**src/rtl/rr_arbiter4_pkg.sv**
```systemverilog
// Shared types and the round-robin pick helper
// for the 4-way arbiter.
package arb_pkg;

  localparam int NREQ  = 4;
  localparam int IDX_W = 2;

  typedef enum logic {
    ARB_IDLE,
    ARB_BUSY
  } arb_state_e;

  typedef struct packed {
    logic             found;
    logic [IDX_W-1:0] idx;
  } pick_t;

  // Descending scan so the lowest offset from ptr is written last and wins
  function automatic pick_t rr_pick(
    input logic [NREQ-1:0]  req,
    input logic [IDX_W-1:0] ptr
  );
    pick_t            p;
    logic [IDX_W-1:0] j;
    p = '0;
    for (int k = NREQ - 1; k >= 0; k--) begin
      j = ptr + IDX_W'(k);
      if (req[j]) begin
        p.found = 1'b1;
        p.idx   = j;
      end
    end
    return p;
  endfunction

endpackage

```
**src/rtl/rr_arbiter4_if.sv**
```systemverilog
// Request/grant bundle between the requesters
// (master) and the arbiter (slave).
interface rr_arbiter4_if;
  import arb_pkg::*;

  logic [NREQ-1:0]  req;
  logic [NREQ-1:0]  grant;
  logic [IDX_W-1:0] grant_idx;
  logic             grant_vld;
  logic             timeout;

  modport master (
    output req,
    input  grant,
    input  grant_idx,
    input  grant_vld,
    input  timeout
  );

  modport slave (
    input  req,
    output grant,
    output grant_idx,
    output grant_vld,
    output timeout
  );

endinterface

```
**src/rtl/rr_arbiter4_decoder2to4.sv**
```systemverilog
// 2-to-4 one-hot decoder used to expand
// the registered winner index.
module decoder2to4 (
  input  logic [1:0] i,
  output logic       y0,
  output logic       y1,
  output logic       y2,
  output logic       y3
);

  always_comb begin
    {y3, y2, y1, y0} = 4'b0000;
    unique case (1'b1)
      (i == 2'd0): y0 = 1'b1;
      (i == 2'd1): y1 = 1'b1;
      (i == 2'd2): y2 = 1'b1;
      (i == 2'd3): y3 = 1'b1;
      default:     y0 = 1'b0;
    endcase
  end

endmodule

```
**src/rtl/rr_arbiter4.sv**
```systemverilog
// 4-way round-robin arbiter with grant lock.
// Define ARB_TIMEOUT_EN to force release after MAX_HOLD cycles.
module rr_arbiter4
  import arb_pkg::*;
#(
  parameter int MAX_HOLD = 16,
  parameter int CNT_W    = 5
) (
  input  logic          clk,
  input  logic          rst_n,
  rr_arbiter4_if.slave  bus
);

  arb_state_e       state_q, state_d;
  logic [IDX_W-1:0] idx_q, idx_d;
  logic [IDX_W-1:0] ptr_q, ptr_d;
  logic [IDX_W-1:0] ptr_nx;
  logic [NREQ-1:0]  req_m;
  pick_t            pick;
  logic             hold_req;
  logic             force_rel;
  logic             y0, y1, y2, y3;

  assign hold_req = bus.req[idx_q];
  assign ptr_nx   = idx_q + IDX_W'(1);

`ifdef ARB_TIMEOUT_EN
  logic [CNT_W-1:0] cnt_q, cnt_d;
  logic             to_q;

  assign force_rel = (state_q == ARB_BUSY) && hold_req &&
                     (cnt_q == CNT_W'(MAX_HOLD - 1));

  // Counter restarts on any grant change, including a forced re-grant
  always_comb begin
    cnt_d = '0;
    if (state_q == ARB_BUSY && state_d == ARB_BUSY &&
        idx_d == idx_q && !force_rel)
      cnt_d = cnt_q + CNT_W'(1);
  end

  always_ff @(posedge clk or negedge rst_n) begin
    if (!rst_n) begin
      cnt_q <= '0;
      to_q  <= 1'b0;
    end else begin
      cnt_q <= cnt_d;
      to_q  <= force_rel;
    end
  end

  assign bus.timeout = to_q;
`else
  logic unused_cfg;

  assign unused_cfg  = ^{CNT_W'(MAX_HOLD)};
  assign force_rel   = 1'b0;
  assign bus.timeout = 1'b0;
`endif

  always_comb begin
    state_d = state_q;
    idx_d   = idx_q;
    ptr_d   = ptr_q;
    req_m   = bus.req;
    pick    = rr_pick(bus.req, ptr_q);
    unique case (state_q)
      ARB_IDLE: begin
        if (pick.found) begin
          state_d = ARB_BUSY;
          idx_d   = pick.idx;
        end
      end
      ARB_BUSY: begin
        if (!hold_req || force_rel) begin
          ptr_d        = ptr_nx;
          req_m[idx_q] = 1'b0;
          pick         = rr_pick(req_m, ptr_nx);
          if (pick.found)
            idx_d = pick.idx;
          else if (!force_rel)
            state_d = ARB_IDLE;
        end
      end
      default: state_d = ARB_IDLE;
    endcase
  end

  always_ff @(posedge clk or negedge rst_n) begin
    if (!rst_n) begin
      state_q <= ARB_IDLE;
      idx_q   <= '0;
      ptr_q   <= '0;
    end else begin
      state_q <= state_d;
      idx_q   <= idx_d;
      ptr_q   <= ptr_d;
    end
  end

  decoder2to4 u_dec (
    .i  (idx_q),
    .y0 (y0),
    .y1 (y1),
    .y2 (y2),
    .y3 (y3)
  );

  assign bus.grant_vld = (state_q == ARB_BUSY);
  assign bus.grant_idx = idx_q;
  assign bus.grant     = {y3, y2, y1, y0} &
                         {NREQ{bus.grant_vld}};

endmodule

```
**src/flat_wrapper.sv**
```systemverilog
// flat-port wrapper written by rule: the top's interface ports become plain ports
module rr_arbiter4_flat import arb_pkg::*;
#(
  parameter int MAX_HOLD = 16,
  parameter int CNT_W    = 5
)
  (clk, rst_n, bus_req, bus_grant, bus_grant_idx, bus_grant_vld, bus_timeout);
  rr_arbiter4_if bus_i ();
  input  logic clk;
  input  logic rst_n;
  input wire logic [$bits(bus_i.req)-1:0] bus_req;
  output wire logic [$bits(bus_i.grant)-1:0] bus_grant;
  output wire logic [$bits(bus_i.grant_idx)-1:0] bus_grant_idx;
  output wire logic [$bits(bus_i.grant_vld)-1:0] bus_grant_vld;
  output wire logic [$bits(bus_i.timeout)-1:0] bus_timeout;
  assign bus_i.req = bus_req;
  assign bus_grant = bus_i.grant;
  assign bus_grant_idx = bus_i.grant_idx;
  assign bus_grant_vld = bus_i.grant_vld;
  assign bus_timeout = bus_i.timeout;
  rr_arbiter4 #(.MAX_HOLD(MAX_HOLD), .CNT_W(CNT_W)) u_core (.clk(clk), .rst_n(rst_n), .bus(bus_i));
endmodule
```
**config.mk**
```make
export PLATFORM = sky130hd
export DESIGN_NAME = rr_arbiter4_flat
export DESIGN_NICKNAME = d
export VERILOG_FILES = /design/src/rtl/rr_arbiter4_pkg.sv /design/src/rtl/rr_arbiter4_if.sv /design/src/rtl/rr_arbiter4_decoder2to4.sv /design/src/rtl/rr_arbiter4.sv /design/src/flat_wrapper.sv
export SDC_FILE = /design/constraint.sdc
export NUM_CORES = 1
export LEC_CHECK = 0
export BUFFER_PORTS_ARGS = -buffer_cell sky130_fd_sc_hd__buf_2
export CAP_MARGIN = 20
export CELL_PAD_IN_SITES_DETAIL_PLACEMENT = 1
export CELL_PAD_IN_SITES_GLOBAL_PLACEMENT = 1
export CORE_MARGIN = 2
export CORE_UTILIZATION = 30
export DETAILED_ROUTE_END_ITERATION = 10
export PLACE_DENSITY = 0.61
export SETUP_SLACK_MARGIN = 0.3
export SLEW_MARGIN = 10
export SYNTH_ARGS = -nofsm -noshare
export SYNTH_HDL_FRONTEND = slang
export SYNTH_HIERARCHICAL = 1
export SYNTH_SLANG_ARGS = --single-unit
```
**constraint.sdc**
```tcl
create_clock -name clk -period 4.4 [get_ports clk]
set_input_delay 0.44 -clock clk [delete_from_list [all_inputs] [get_ports clk]]
set_output_delay 0.44 -clock clk [all_outputs]
set_load 0.1 [all_outputs]
```
Yosys cells after proc, flatten, opt, wreduce, memory -nomap -nowiden

Cells that the tools add are included.

Register bits: 5
Bits in latches: 0
Memory bits (writable): 0
ROM bits: 0
Bits of input ports: 6
Output and inout bits: 8
Word-level logic and storage cells: 77
Memories: 0

$add $sub $neg: 7
Multipliers: 0
Divide/modulo/power cells: 0
$lt $le $gt $ge: 10
Equality and inequality tests: 6
Shifts and indexed selects: 0
Muxes and demuxes: 42
Bitwise gates (word level): 5
Reductions and logical operators: 4

Operators by type and width:

| kind                                                | count |
|---|---|
| 2-to-1 mux 3 bit                                    | 10 |
| < comparator 2 x 3 -> 1 bit, second input constant  | 9 |
| binary-select mux 1 bit (select 2 bit)              | 9 |
| 2-to-1 mux 1 bit                                    | 17 |
| adder 2 bit, second input constant                  | 4 |
| bitwise AND 4 bit                                   | 2 |
| adder 2 x 1 -> 2 bit, second input constant         | 3 |
| 2-to-1 mux 2 bit                                    | 3 |
| == test 2 bit, second input constant                | 2 |
| != test 2 bit, second input constant                | 2 |
| inverter 4 bit                                      | 1 |
| case mux 2 bit (2 select lines)                     | 1 |
| AND reduction 3 bit                                 | 1 |
| demux 1 bit (select 2 bit)                          | 1 |
| == test 2 x 1 -> 1 bit, second input constant       | 1 |
| >= comparator 2 x 1 -> 1 bit, second input constant | 1 |
| zero test 2 bit                                     | 1 |
| != test 2 x 1 -> 1 bit, second input constant       | 1 |
| inverter 1 bit                                      | 2 |
| case mux 1 bit (2 select lines)                     | 1 |
| AND reduction 2 bit                                 | 1 |
| logical AND 1 bit                                   | 1 |

Longest topological paths before layout

Depth in word-level cells: 17
Mapped depth: 7
Mapped depth without buffers: 7

Hierarchy

The synthesis kept the hierarchy.

By module, submodules not included:

| module      | times used | cells an instance | area an instance (um^2) | seq. area each (um^2) |
|---|---|---|---|---|
| rr_arbiter4 | 1          | 72                | 585.6                   | 125.1 |
| decoder2to4 | 1          | 4                 | 26.3                    | 0.0 |

Least setup slack after synthesis

Ideal clock, no wire load.

Path type: register to register
From: register u_core.idx_q[0], in the netlist u_core/bus.grant_idx[0]
To: register u_core.idx_q[1], in the netlist u_core/bus.grant_idx[1]
Setup time: 0.129 ns
Arrival time: 2.526 ns
Data required time: 4.271 ns
Setup slack: 1.746 ns
Stages on the path, launching flop included: 8
Path buffers: 0
Period minus slack after synthesis: 2.654 ns
Path through: dfrtp_1 -> inv_1 -> ha_1 -> nor2b_1 -> nor4_1 -> or2_1 -> a21oi_2 -> mux2_1

Elaborated cells between the ends (all ways): 33
Those cells by class: add/sub: 4; order compare: 2; eq/ne: 2; mux: 21; bitwise: 2; reduce/logical: 2

RTL lines:

| item                                   | line                  | RTL |
|---|---|---|
| start, declared                        | rr_arbiter4.sv:15     | `logic [IDX_W-1:0] idx_q, idx_d;` |
| start signal, assigned                 | rr_arbiter4.sv:96     | `idx_q <= idx_d;` |
| adder 2 x 1 -> 2 bit *                 | rr_arbiter4.sv:25     | `assign ptr_nx = idx_q + IDX_W'(1);` |
| net u_core.ptr_nx[0]                   | rr_arbiter4.sv:17     | `logic [IDX_W-1:0] ptr_nx;` |
| adder 2 bit                            | rr_arbiter4_pkg.sv:27 | `j = ptr + IDX_W'(k);` |
| binary-select mux 1 bit (select 2 bit) | rr_arbiter4_pkg.sv:28 | `if (req[j]) begin` |
| 2-to-1 mux 1 bit (not written as such) | rr_arbiter4_pkg.sv:28 |  |
| 2-to-1 mux 3 bit (3 in series)         | rr_arbiter4_pkg.sv:28 |  |
| 2-to-1 mux 3 bit *                     | rr_arbiter4_pkg.sv:28 |  |
| 2-to-1 mux 3 bit *                     | rr_arbiter4.sv:75     | `if (!hold_req \|\| force_rel) begin` |
| 2-to-1 mux 3 bit *                     | rr_arbiter4.sv:67     | `unique case (state_q)` |
| 2-to-1 mux 2 bit                       | rr_arbiter4.sv:79     | `if (pick.found)` |
| 2-to-1 mux 2 bit                       | rr_arbiter4.sv:75     |  |
| case mux 2 bit (2 select lines)        | rr_arbiter4.sv:67     |  |

The timed path passes the listed nets; every way through them passes the cells marked *. The select of a mux whose other input is x is not followed.
A chain may end at the register's enable or synchronous reset.

Final worst setup path

Ends and elaborated chain as after synthesis.

==> run summary <==
The run finished with clean final reports. The count of hold buffers inserted by post-cts repair is 1. For this design, the slowest cell found on the critical path is sky130_fd_sc_hd__dfrtp_1. The post-synthesis async set-or-reset flop share is 100.0%. The setup slack of the most critical reg-to-reg path is 2170 ps. Setup repair after global routing left no endpoint under its margin. Across all setup checks in the final design, the least slack found is 2170 ps.

TritonCTS built the clock tree. The most used flip-flop cell after synthesis is sky130_fd_sc_hd__dfrtp_1. The warning count from the yosys run came out at 6.

The initial antenna violation count came out at 0. Across all hold checks on the routed design, the worst slack comes to 539.9 ps. The pin count of the biggest net entering global routing came out at 15. The placement-stage worst setup slack came out at 2173 ps. In this run the mean area of a mapped cell was 8.050 sq um. The routed length per placed instance is 14.34 um. The average via count per standard cell came out at 5.111.

The synthesized netlist net count is 86. The delay contributed by the slowest stage of the critical path came out at 600 ps. CTS built an H-tree with a depth of 1. The floorplan step set the die height to 49.16 um. The die footprint came out at 2417 sq um. The worst hold path belongs to the class input port to asynchronous set/reset pin.

Summed over all nets, the half-perimeter wirelength after detailed placement is 1249 um. The first global-routing pass estimated 2994 um of wire. The post-cts sizing count is 0. The count of port buffers added during placement is 12.

The xor/xnor cell area share of the yosys netlist came out at 0%. The critical path is of the flop to flop type. The utilization of the core after routing is 37.44%. The total grt overflow is 0. The horizontal die dimension came out at 49.16 um. The setup violation total in the final timing report is 0. The cell sitting at the root of the clock tree is a sky130_fd_sc_hd__clkbuf_4. The count of cells along the worst register-to-register path came out at 7. The part of the Yosys area used for sequential elements is 20.45%.

In the synthesized netlist, mux cells make up 12.68% of the area. After synthesis, the most frequently instantiated cells are sky130_fd_sc_hd__nor2_1 (6), sky130_fd_sc_hd__nor2b_1 (6), sky130_fd_sc_hd__a21oi_1 (5), sky130_fd_sc_hd__dfrtp_1 (5). sky130_fd_sc_hd__dfrtp_1 takes more of the synthesized area than any other cell. After synthesis, the cell types taking the most area are sky130_fd_sc_hd__dfrtp_1 (20%), sky130_fd_sc_hd__ha_1 (8.2%), sky130_fd_sc_hd__nor2b_1 (6.1%).

The remaining antenna violation count after routing came out at 0. The maximum buffer depth of the clock tree is 2. For this design the top-level I/O count stands at 14. The adder-cell area share of the yosys netlist came out at 8.180%. The number of nets in the finished design came out at 101. The area of the mapped netlist came out at 611.8 sq um. The area fraction of the dominant cell type after synthesis came out at 20.45%. The number of buffers created by CTS is 3.

In the routed design, unresolved DRC markers number 0. The total wire length after detailed routing is 1678 um. The minimum period implied by the final worst setup slack is 2230 ps. The maximum fanout count along the critical path is 14. The number of buffers and inverters on the critical path is 1. Grouping stages by cell kind, the critical path spends the most delay in simple AND/OR/NAND/NOR gates. The vias after detailed routing came out at 598. The final total negative setup slack is 0 ps.

The fraction of final layout cells sized beyond drive strength 1 is 24.44%. For the worst setup path, the data required time is 4520 ps. The violation count after the first detailed-routing iteration came out at 10. The antenna diode instance count came out at 0. The core area came out at 1942 sq um. The number of cells produced by synthesis came out at 76. The complex-gate fraction of the synthesized area came out at 21.47%. The clock insertion delay at the later pin of the skew report came out at 240 ps. The startpoint type of the worst setup path is a flop. The final setup skew came out at 4.557 ps.

The distinct cell type count of the synthesized netlist is 37. The max-slew violation total from the final report is 0. The kind of capture point of the worst setup path is a flop.

The starting utilization of the core area is 31.51%. For this design, the sink count on the clock tree is 5. The area growth from synthesis to final layout came out at 18.81%. The first-pass iteration count of the detailed router came out at 4. Traced cell by cell, the critical path runs through inv_1, ha_1, nor2b_1, nor4_1, or2_1, a21oi_2, mux2_1. The capture point of the worst reg-to-reg path is u_core/bus.grant_idx[1]$_DFFE_PN0P_. The clock-pin transition on the worst setup and hold timing paths came out at 40 ps. The row count is 16.

The final-report hold violation count is 0. At the end of routability-driven placement, the weighted congestion stood at 0.8542. After filler insertion, the fill cell instance count of the layout stands at 255. After synthesis the netlist holds a flip-flop and latch count of 5. The share of synthesized cell area in and, or, nand and nor gates is 31.70%. At the worst endpoint, the arrival time is 2340 ps.

The final period utilization is 50.68%. In this run the post-CTS setup repair buffer count came out at 0. The worst register-to-register path begins at u_core/bus.grant_idx[0]$_DFFE_PN0P_. After synthesis, the largest family of logic cells by area is simple AND/OR/NAND/NOR gates. The number of synthesized flops with an enable pin came out at 0.

The via count of the first global-routing pass came out at 622. The number of max-cap violations came out at 0. The upper clock frequency limit came out at 448.5 MHz. The overall fraction of global-route tracks in use came out at 15.86%.
==> how the worst max path moves through the flow <==
stage                                              startpoint                             endpoint  slack (ps)  cells past startpoint
final                     u_core/bus.grant_idx[0]$_DFFE_PN0P_  u_core/bus.grant_idx[1]$_DFFE_PN0P_        2170                      7
after global routing      u_core/bus.grant_idx[0]$_DFFE_PN0P_  u_core/bus.grant_idx[1]$_DFFE_PN0P_        1980                      7
after CTS                 u_core/bus.grant_idx[0]$_DFFE_PN0P_  u_core/bus.grant_idx[1]$_DFFE_PN0P_        2150                      7
after detailed placement  u_core/bus.grant_idx[0]$_DFFE_PN0P_  u_core/bus.grant_idx[1]$_DFFE_PN0P_        2170                      7
after global placement    u_core/bus.grant_idx[0]$_DFFE_PN0P_  u_core/bus.grant_idx[1]$_DFFE_PN0P_        2260                      7
after floorplan           u_core/bus.grant_idx[0]$_DFFE_PN0P_  u_core/bus.grant_idx[1]$_DFFE_PN0P_        1750                      7
==> logic make-up (layout without fill, tap and decap cells) <==
group / Yosys count / in the layout
flops: 5 / 5
fa+ha+maj: 4 / 4
mux: 6 / 6
simple gates: 34 / 34
compound gates: 19 / 19
other cells: 1 / 1
buf+inv: 7 / 21
==> per-layer routing <==
layer	track usage (%)	wire length, um	vias to the layer above
met5	0	0	-
met4	4.286	0	0
met3	3.681	63	0
met2	26.35	799	12
met1	20.42	815	290
li1	-	-	296
==> placed cells by master, fill, tap and decap left out, drive strengths merged, types with 2 or more instances in the layout <==
master / count
nand2: 4
o21ai: 3
inv: 4
nor2b: 6
a21oi: 6
clkbuf: 4
or2: 2
and2: 5
mux2: 4
ha: 4
nand2b: 4
dfrtp: 5
nor2: 6
buf: 12
==> stage by stage <==
| stage | instances | area, sq um |
|---|---|---|
| 6_report | 117 | 726.9 |
| 5_1_grt | 117 | 726.9 |
| 4_1_cts | 117 | 726.9 |
| 3_5_place_dp | 112 | 690.7 |
| 3_3_place_gp | 112 | 690.7 |
| 2_1_floorplan | 76 | 611.8 |
==> worst register-to-register path, delay by kind of cell (launching register included) <==
kind | cells | cell delay [ps]
multiplexers | 1 | 330
buffers and inverters | 1 | 150
AND/OR/NAND/NOR | 3 | 650
flip-flops | 1 | 600
adder cells (fa/ha/maj) | 1 | 220
AO/OA/AOI/OAI | 1 | 170
==> state kept, by name, indices dropped and copies added (netlist names) <==
name	cells
u_core/bus.grant_idx	2
u_core/ptr_q	2
u_core/bus.grant_vld	1
==> area by class of cell <==
| class | count | area (sq um) | area share (%) |
|---|---|---|---|
| timing repair buffer | 13 | 70.07 | 9.639 |
| inverter | 4 | 15.01 | 2.065 |
| tap | 27 | 33.78 | 4.647 |
| sequential | 5 | 125.1 | 17.21 |
| multi-input combinational | 64 | 456.7 | 62.82 |
| clock buffer | 4 | 26.28 | 3.614 |
Power is not shown: default switching activity piles up to over one toggle a cycle in this logic, so the estimate is an artifact.
